<file path="config.mk">
export PLATFORM = sky130hd
export DESIGN_NAME = dma_multichannel_datapath
export DESIGN_NICKNAME = d
export VERILOG_FILES = /design/src/rtl/dma_multichannel_datapath.sv
export SDC_FILE = /design/constraint.sdc
export NUM_CORES = 1
export LEC_CHECK = 0
export CAP_MARGIN = 20
export CORE_UTILIZATION = 60
export DETAILED_ROUTE_END_ITERATION = 8
export DONT_BUFFER_PORTS = 1
export PLACE_DENSITY_LB_ADDON = 0.1
export SETUP_SLACK_MARGIN = 0.1
export SYNTH_ARGS = -nofsm -noshare
export SYNTH_HDL_FRONTEND = slang
export SYNTH_SLANG_ARGS = --single-unit
</file>
<file path="constraint.sdc">
create_clock -name CLK -period 3.8 [get_ports CLK]
set_input_delay 0 -clock CLK [delete_from_list [all_inputs] [get_ports CLK]]
set_output_delay 0 -clock CLK [all_outputs]
set_load 0.005 [all_outputs]
</file>
<file path="src/rtl/dma_multichannel_datapath.sv">
`default_nettype none
// ============================================================================
// Module      : dma_multichannel_datapath
// Description : Multi-channel DMA controller. Each channel holds base and
//               current copies of two addresses and a transfer count, plus a
//               mode register and a terminal-count flag. A round-robin arbiter
//               picks one requesting channel. The engine then runs one
//               read-then-write bus transfer per grant and updates that
//               channel's registers.
// Ports       : CLK, RESET_N           clock, async active-low reset
//               prog_*                 CPU register interface
//                                      (addr = {channel, reg[2:0]})
//               dreq / dack / tc       per-channel request, grant and
//                                      terminal-count pulse
//               bus_*                  system bus master (read/write strobes,
//                                      address, data, ready)
// Revision    : 1.0  initial release
// ============================================================================
module dma_multichannel_datapath #(
    parameter int NCH    = 4,
    parameter int ADDR_W = 8,
    parameter int DATA_W = 8,
    parameter int CNT_W  = 8,
    localparam int CHW   = $clog2(NCH),
    localparam int PAW   = CHW + 3,
    localparam int PW    = (ADDR_W > CNT_W) ? ((ADDR_W > 8) ? ADDR_W : 8)
                                            : ((CNT_W > 8) ? CNT_W : 8)
) (
    input  logic              CLK,
    input  logic              RESET_N,
    input  logic              prog_en,
    input  logic              prog_wr,
    input  logic              prog_rd,
    input  logic [PAW-1:0]    prog_addr,
    input  logic [PW-1:0]     prog_wdata,
    output logic [PW-1:0]     prog_rdata,
    output logic              prog_ready,
    input  logic [NCH-1:0]    dreq,
    output logic [NCH-1:0]    dack,
    output logic [ADDR_W-1:0] bus_addr,
    output logic              bus_rd,
    output logic              bus_wr,
    input  logic [DATA_W-1:0] bus_rdata,
    output logic [DATA_W-1:0] bus_wdata,
    input  logic              bus_ready,
    output logic [NCH-1:0]    tc
);

    typedef enum logic [1:0] {
        S_IDLE  = 2'd0,
        S_READ  = 2'd1,
        S_WRITE = 2'd2,
        S_DONE  = 2'd3
    } state_t;

    localparam logic [1:0] c_TYPE_IO2MEM = 2'b00;
    localparam logic [1:0] c_TYPE_M2M    = 2'b10;
    localparam logic [1:0] c_TYPE_RSVD   = 2'b11;

    // Per-channel register file
    logic [ADDR_W-1:0] r_baseA0 [NCH];
    logic [ADDR_W-1:0] r_curA0  [NCH];
    logic [ADDR_W-1:0] r_baseA1 [NCH];
    logic [ADDR_W-1:0] r_curA1  [NCH];
    logic [CNT_W-1:0]  r_baseCnt[NCH];
    logic [CNT_W-1:0]  r_curCnt [NCH];
    logic [4:0]        r_mode   [NCH];   // [4] en, [3] dec, [2] autoinit, [1:0] type
    logic [NCH-1:0]    r_tcFlag;

    // Engine state
    state_t            r_state;
    state_t            w_nextState;
    logic [CHW-1:0]    r_ch;
    logic [CHW-1:0]    r_lastServed;
    logic [NCH-1:0]    r_dack;
    logic [DATA_W-1:0] r_hold;
    logic [PW-1:0]     r_rdata;

    // Programming decode
    logic [CHW-1:0]    w_progCh;
    logic [2:0]        w_progReg;
    logic              w_progChOk;
    logic [PW-1:0]     w_rdVal;

    // Arbiter
    logic [NCH-1:0]    w_elig;
    logic              w_grantValid;
    logic [CHW-1:0]    w_grantCh;

    // Selected-channel view
    logic [4:0]        w_selMode;
    logic [ADDR_W-1:0] w_selA0;
    logic [ADDR_W-1:0] w_selA1;
    logic [CNT_W-1:0]  w_selCnt;
    logic              w_lastXfer;
    logic [ADDR_W-1:0] w_nextA0;
    logic [ADDR_W-1:0] w_nextA1;
    logic [ADDR_W-1:0] w_srcAddr;
    logic [ADDR_W-1:0] w_dstAddr;

    assign w_progCh   = prog_addr[PAW-1:3];
    assign w_progReg  = prog_addr[2:0];
    assign w_progChOk = (int'(w_progCh) < NCH);

    assign w_selMode  = r_mode[r_ch];
    assign w_selA0    = r_curA0[r_ch];
    assign w_selA1    = r_curA1[r_ch];
    assign w_selCnt   = r_curCnt[r_ch];
    assign w_lastXfer = (w_selCnt == '0);

    // Both addresses share one step direction; wrap is silent
    assign w_nextA0 = w_selMode[3] ? (w_selA0 - ADDR_W'(1)) : (w_selA0 + ADDR_W'(1));
    assign w_nextA1 = w_selMode[3] ? (w_selA1 - ADDR_W'(1)) : (w_selA1 + ADDR_W'(1));

    // io_to_mem reads the fixed addr1 and writes addr0; the other types read addr0
    assign w_srcAddr = (w_selMode[1:0] == c_TYPE_IO2MEM) ? w_selA1 : w_selA0;
    assign w_dstAddr = (w_selMode[1:0] == c_TYPE_IO2MEM) ? w_selA0 : w_selA1;

    assign prog_ready = (r_state == S_IDLE);
    assign prog_rdata = r_rdata;
    assign dack       = r_dack;
    assign bus_wdata  = r_hold;

    for (genvar gi = 0; gi < NCH; gi++) begin : g_elig
        assign w_elig[gi] = dreq[gi] & r_mode[gi][4] & (r_mode[gi][1:0] != c_TYPE_RSVD);
    end

    // Round-robin: scan from the farthest offset down so the channel nearest
    // to last_served+1 is the one left standing.
    always_comb begin
        w_grantValid = 1'b0;
        w_grantCh    = '0;
        for (int i = NCH; i >= 1; i--) begin
            if (w_elig[(int'(r_lastServed) + i) % NCH]) begin
                w_grantValid = 1'b1;
                w_grantCh    = CHW'((int'(r_lastServed) + i) % NCH);
            end
        end
    end

    always_comb begin
        w_rdVal = '0;
        if (w_progChOk) begin
            case (w_progReg)
                3'd0:    w_rdVal[ADDR_W-1:0] = r_curA0[w_progCh];
                3'd1:    w_rdVal[ADDR_W-1:0] = r_curA1[w_progCh];
                3'd2:    w_rdVal[CNT_W-1:0]  = r_curCnt[w_progCh];
                3'd3:    w_rdVal[4:0]        = r_mode[w_progCh];
                3'd4:    w_rdVal[1:0]        = {r_mode[w_progCh][4], r_tcFlag[w_progCh]};
                default: w_rdVal             = '0;
            endcase
        end
    end

    always_ff @(posedge CLK or negedge RESET_N) begin
        if (!RESET_N) begin
            r_state <= S_IDLE;
        end else begin
            r_state <= w_nextState;
        end
    end

    always_comb begin
        w_nextState = r_state;
        bus_rd      = 1'b0;
        bus_wr      = 1'b0;
        bus_addr    = '0;
        tc          = '0;
        case (r_state)
            S_IDLE: begin
                if (!prog_en && w_grantValid) begin
                    w_nextState = S_READ;
                end
            end
            S_READ: begin
                bus_rd   = 1'b1;
                bus_addr = w_srcAddr;
                if (bus_ready) begin
                    w_nextState = S_WRITE;
                end
            end
            S_WRITE: begin
                bus_wr   = 1'b1;
                bus_addr = w_dstAddr;
                if (bus_ready) begin
                    w_nextState = S_DONE;
                end
            end
            S_DONE: begin
                if (w_lastXfer) begin
                    tc = NCH'(1) << r_ch;
                end
                w_nextState = S_IDLE;
            end
            default: w_nextState = S_IDLE;
        endcase
    end

    always_ff @(posedge CLK or negedge RESET_N) begin
        if (!RESET_N) begin
            for (int i = 0; i < NCH; i++) begin
                r_baseA0[i]  <= '0;
                r_curA0[i]   <= '0;
                r_baseA1[i]  <= '0;
                r_curA1[i]   <= '0;
                r_baseCnt[i] <= '0;
                r_curCnt[i]  <= '0;
                r_mode[i]    <= '0;
            end
            r_tcFlag     <= '0;
            r_ch         <= '0;
            r_lastServed <= CHW'(NCH - 1);
            r_dack       <= '0;
            r_hold       <= '0;
            r_rdata      <= '0;
        end else begin
            // CPU access is only honoured while the engine is idle
            if (r_state == S_IDLE && w_progChOk) begin
                if (prog_wr) begin
                    case (w_progReg)
                        3'd0: begin
                            r_baseA0[w_progCh] <= prog_wdata[ADDR_W-1:0];
                            r_curA0[w_progCh]  <= prog_wdata[ADDR_W-1:0];
                        end
                        3'd1: begin
                            r_baseA1[w_progCh] <= prog_wdata[ADDR_W-1:0];
                            r_curA1[w_progCh]  <= prog_wdata[ADDR_W-1:0];
                        end
                        3'd2: begin
                            r_baseCnt[w_progCh] <= prog_wdata[CNT_W-1:0];
                            r_curCnt[w_progCh]  <= prog_wdata[CNT_W-1:0];
                        end
                        3'd3:    r_mode[w_progCh] <= prog_wdata[4:0];
                        default: ;
                    endcase
                end
                if (prog_rd && w_progReg == 3'd4) begin
                    r_tcFlag[w_progCh] <= 1'b0;
                end
            end
            if (r_state == S_IDLE && prog_rd) begin
                r_rdata <= w_rdVal;
            end

            if (r_state == S_IDLE && w_nextState == S_READ) begin
                r_ch   <= w_grantCh;
                r_dack <= NCH'(1) << w_grantCh;
            end

            if (r_state == S_READ && bus_ready) begin
                r_hold <= bus_rdata;
            end

            if (r_state == S_DONE) begin
                r_lastServed <= r_ch;
                r_dack       <= '0;
                if (w_lastXfer && w_selMode[2]) begin
                    r_curA0[r_ch]  <= r_baseA0[r_ch];
                    r_curA1[r_ch]  <= r_baseA1[r_ch];
                    r_curCnt[r_ch] <= r_baseCnt[r_ch];
                end else begin
                    r_curA0[r_ch]  <= w_nextA0;
                    if (w_selMode[1:0] == c_TYPE_M2M) begin
                        r_curA1[r_ch] <= w_nextA1;
                    end
                    r_curCnt[r_ch] <= w_selCnt - CNT_W'(1);
                    if (w_lastXfer) begin
                        r_mode[r_ch][4] <= 1'b0;
                    end
                end
                if (w_lastXfer) begin
                    r_tcFlag[r_ch] <= 1'b1;
                end
            end
        end
    end

endmodule
`default_nettype wire
</file>
==> results.md <==
* Pin count of the biggest net entering global routing at 243
* Synthesized area per cell at approximately 11 um^2
* Post-detail-place hpwl at 25.4 mm
* Pwr Total at 13.0 mW
* Max-slew violation count at 0
* Crit path DAT at 3910 ps
* Per-cell via count in the routed design at 6.87
* Critical path peak fanout at 15
* Wire length of the first global-routing pass at approximately 64 mm
* Number of enable-type register cells in the synthesized netlist at 0
* Area used by multi-input combinational logic at 7680 um^2
* Hold Worst Slack at -842 ps
* Unrepaired setup endpoints after global routing: no
* Seq cells post-synth at 242
* Share of cells above drive strength 1 at 0.262
* Total Nets Final at about 1.3k
* Worst slew margin relative to its limit at 0.278
* Top flip-flop cell by instance count after synthesis: sky130_fd_sc_hd__dfrtp_1
* Synth top area cells: sky130_fd_sc_hd__dfrtp_1, sky130_fd_sc_hd__mux2_2, sky130_fd_sc_hd__mux4_2, sky130_fd_sc_hd__mux2i_1, sky130_fd_sc_hd__o21ai_0
* Starting density of the core at 0.619
* Worst-Skew Late Latency at 540 ps
* Core Box Area at 23,000 um^2
* GP Congestion at 0.894
* Capture instance of the worst register-to-register path: r_curA1[27]
* Kind of end point of the critical path: flip-flop
* Number of I/O port buffers at 0
* Clock Tree Buf Depth at 3
* Number of failing hold endpoints at the final stage at 242
* Setup-violating endpoint count in the final report at 0
* CTS tree: built
* Portion of the post-synthesis area used by sequential elements at 0.426
* GRT Util Overall at 0.350
* Ys async rst share at 1.00
* Cells after Synth at approximately 1.3k
* Average wire length per cell after detail routing at between 20 and 30 um
* Power Dens Cells at ~810 nW/um^2
* Area growth from synthesis to layout at 12.0%
* Distinct cell type count after synthesis at 69
* FF-to-FF setup slack at about 340 ps
* Number of cells in the finished layout apart from fillers at approximately 1.6k
* Failing checks: negative hold slack
* Via count of the first global-routing pass at 10.8k
* Clock Sink Count at 242
* Launch instance of the worst register-to-register path: r_ch[0]
* Die Span Y at 156 um
* Width of the die at about 160 um
* Overflow after GRT at 0
* Data required time at the worst endpoint at 4250 ps
* Outcome: complete, but fails checks
* Ports placed on the boundary at 66
* Depth of the worst register-to-register path at 9
* Crit share post-route at 0.911
* CTS hold repair buffers at 44
* Startpoint of the most critical setup path: r_ch[0]
* Floorplan row count at 55
* Area of the mapped netlist at around 14,000 um^2
* Number of diodes at 0
* Upper clock frequency limit at 0.289 GHz
* WS Path Type: flip-flop to flip-flop
* Maxcap violations at 0
* Clock root buffer: sky130_fd_sc_hd__clkbuf_16
* Number of placed instances with taps included at ~1.5k
* Commonest cells after routing, fill and taps aside: sky130_fd_sc_hd__dfrtp_1, sky130_fd_sc_hd__mux2_2, sky130_fd_sc_hd__nand2_1
* Yosys warnings at 0
* Class of the tightest hold or removal check: input port to async pin
* Vias post-DR at 10.9k
* Maximum clock skew at final layout at between 9 and 10 ps
* Maximum ir drop on the vdd rail at 0.471 mV
* Post-synth top area share at 0.422
* Number of antenna violations at the first check in global routing at 1
* H-tree depth reported by CTS at 1
* Post-synth top area cell: sky130_fd_sc_hd__dfrtp_1
* Starting DRT DRC Count at 1,151
* Total Routed Length at between 40 and 50 mm
* Setup Buffers After CTS at 0
* Summed negative setup slack over all endpoints at 0 ps
* Leading cell type in the layout, fill and taps excluded: sky130_fd_sc_hd__dfrtp_1
* Type of origin of the critical path: flip-flop
* Floorplan die area at 24,300 um^2
* Num CTS Buffers at 27
* Total DRC errors in the routed layout at 0
* Sequential Area at 6060 um^2
* Measured slew at the worst slew-check pin at 1070 ps
* CTS clk-pin slew, worst paths at 60 ps
* Number of inserted filler cells in the final layout at 1,715
* Pre-Repair DR Iteration Count at 7
* Leakage Power at approximately 6.8 nW
* Number of nets with antenna violations after routing at 0
* Period minus WS final at 3460 ps
* Syn nets at 1,308
[cell families (layout without fill, tap and decap cells)]
family,Yosys count,count (layout),synth area share
multiplexers,295,295,0.288
XOR/XNOR,11,11,0.00677
adder cells (fa/ha/maj),19,19,0.0178
AO/OA/AOI/OAI,282,282,0.128
flip-flops,242,242,0.426
buffers and inverters,125,148,0.0366
AND/OR/NAND/NOR,284,284,0.0969
[cells in the mapped netlist (all sizes together), types with 12 or more instances]
| master | number |
|---|---|
| a211oi | 37 |
| a21oi | 66 |
| a22oi | 22 |
| buf | 37 |
| clkbuf | 69 |
| dfrtp | 240 |
| ha | 17 |
| inv | 19 |
| mux2 | 159 |
| mux2i | 63 |
| mux4 | 73 |
| nand2 | 94 |
| nand3 | 13 |
| nor2 | 70 |
| nor2b | 51 |
| o21ai | 75 |
| o31ai | 12 |
[worst max-delay path, cell delays in order (launching register included)]
cell and delay [ps]:
sky130_fd_sc_hd__dfrtp_4 590, sky130_fd_sc_hd__buf_4 350, sky130_fd_sc_hd__mux4_2 600, sky130_fd_sc_hd__ha_1 410, sky130_fd_sc_hd__nand3_1 120, sky130_fd_sc_hd__o221ai_1 390
sky130_fd_sc_hd__nor3_1 90, sky130_fd_sc_hd__o21ai_0 480, sky130_fd_sc_hd__mux2i_1 150, sky130_fd_sc_hd__a22oi_1 180
[worst max path at each step]
stage,cells past startpoint,end,slack [ps]
5_1_grt,9,r_curA1[13],220
6_report,9,r_curA1[27],340
3_5_place_dp,8,r_curA1[27],280
2_1_floorplan,12,r_curA0[29],680
4_1_cts,8,r_curA1[27],260
3_3_place_gp,8,r_curA0[29],410
[state kept, by name, indices dropped and copies added (netlist names)]
name / cells
r_curA1: 32
r_tcFlag: 4
r_baseCnt: 32
dack: 4
r_mode: 20
r_curCnt: 32
r_state: 2
r_baseA0: 32
r_ch: 2
r_baseA1: 32
prog_rdata: 8
bus_wdata: 8
r_lastServed: 2
r_curA0: 32
[per-stage QoR]
| stage | util | hold WS (ps) | setup slack (ps) | area [um^2] |
|---|---|---|---|---|
| 2_1_floorplan | - | -296 | 684 | 14200 |
| 3_3_place_gp | 0.631 | -290 | 409 | 14500 |
| 3_5_place_dp | 0.631 | -290 | 283 | 14500 |
| 4_1_cts | 0.693 | -851 | 265 | 15900 |
| 5_1_grt | 0.694 | -852 | 224 | 15900 |
| 6_report | 0.694 | -842 | 338 | 15900 |
[power breakdown]
| group | internal (mW) | switching [mW] |
|---|---|---|
| clock network | 1.68 | 1.06 |
| registers | 3.46 | 0.659 |
| logic | 2.81 | 3.29 |
[layer usage]
layer	up-vias	GRT usage	wire length, um
met5	-	0	0
li1	4711	-	-
met1	5491	0.498	16900
met2	630	0.537	18300
met3	115	0.0622	3890
met4	0	0.130	1680
[cell type report]
class,count,area share
Clock buffer,43,0.0518
Sequential cell,242,0.380
Clock inverter,6,0.00659
Timing Repair Buffer,80,0.0505
Inverter,19,0.00447
Multi-Input combinational cell,891,0.482
Tap cell,313,0.0246
[repair_timing]
item | 4_1_cts | 5_1_grt
endpoints found under the hold margin | 478 | 242
setup endpoints to repair | 0 | 4
resized for setup | 0 | 1
No activity file was read; power rests on OpenSTA's default activity.
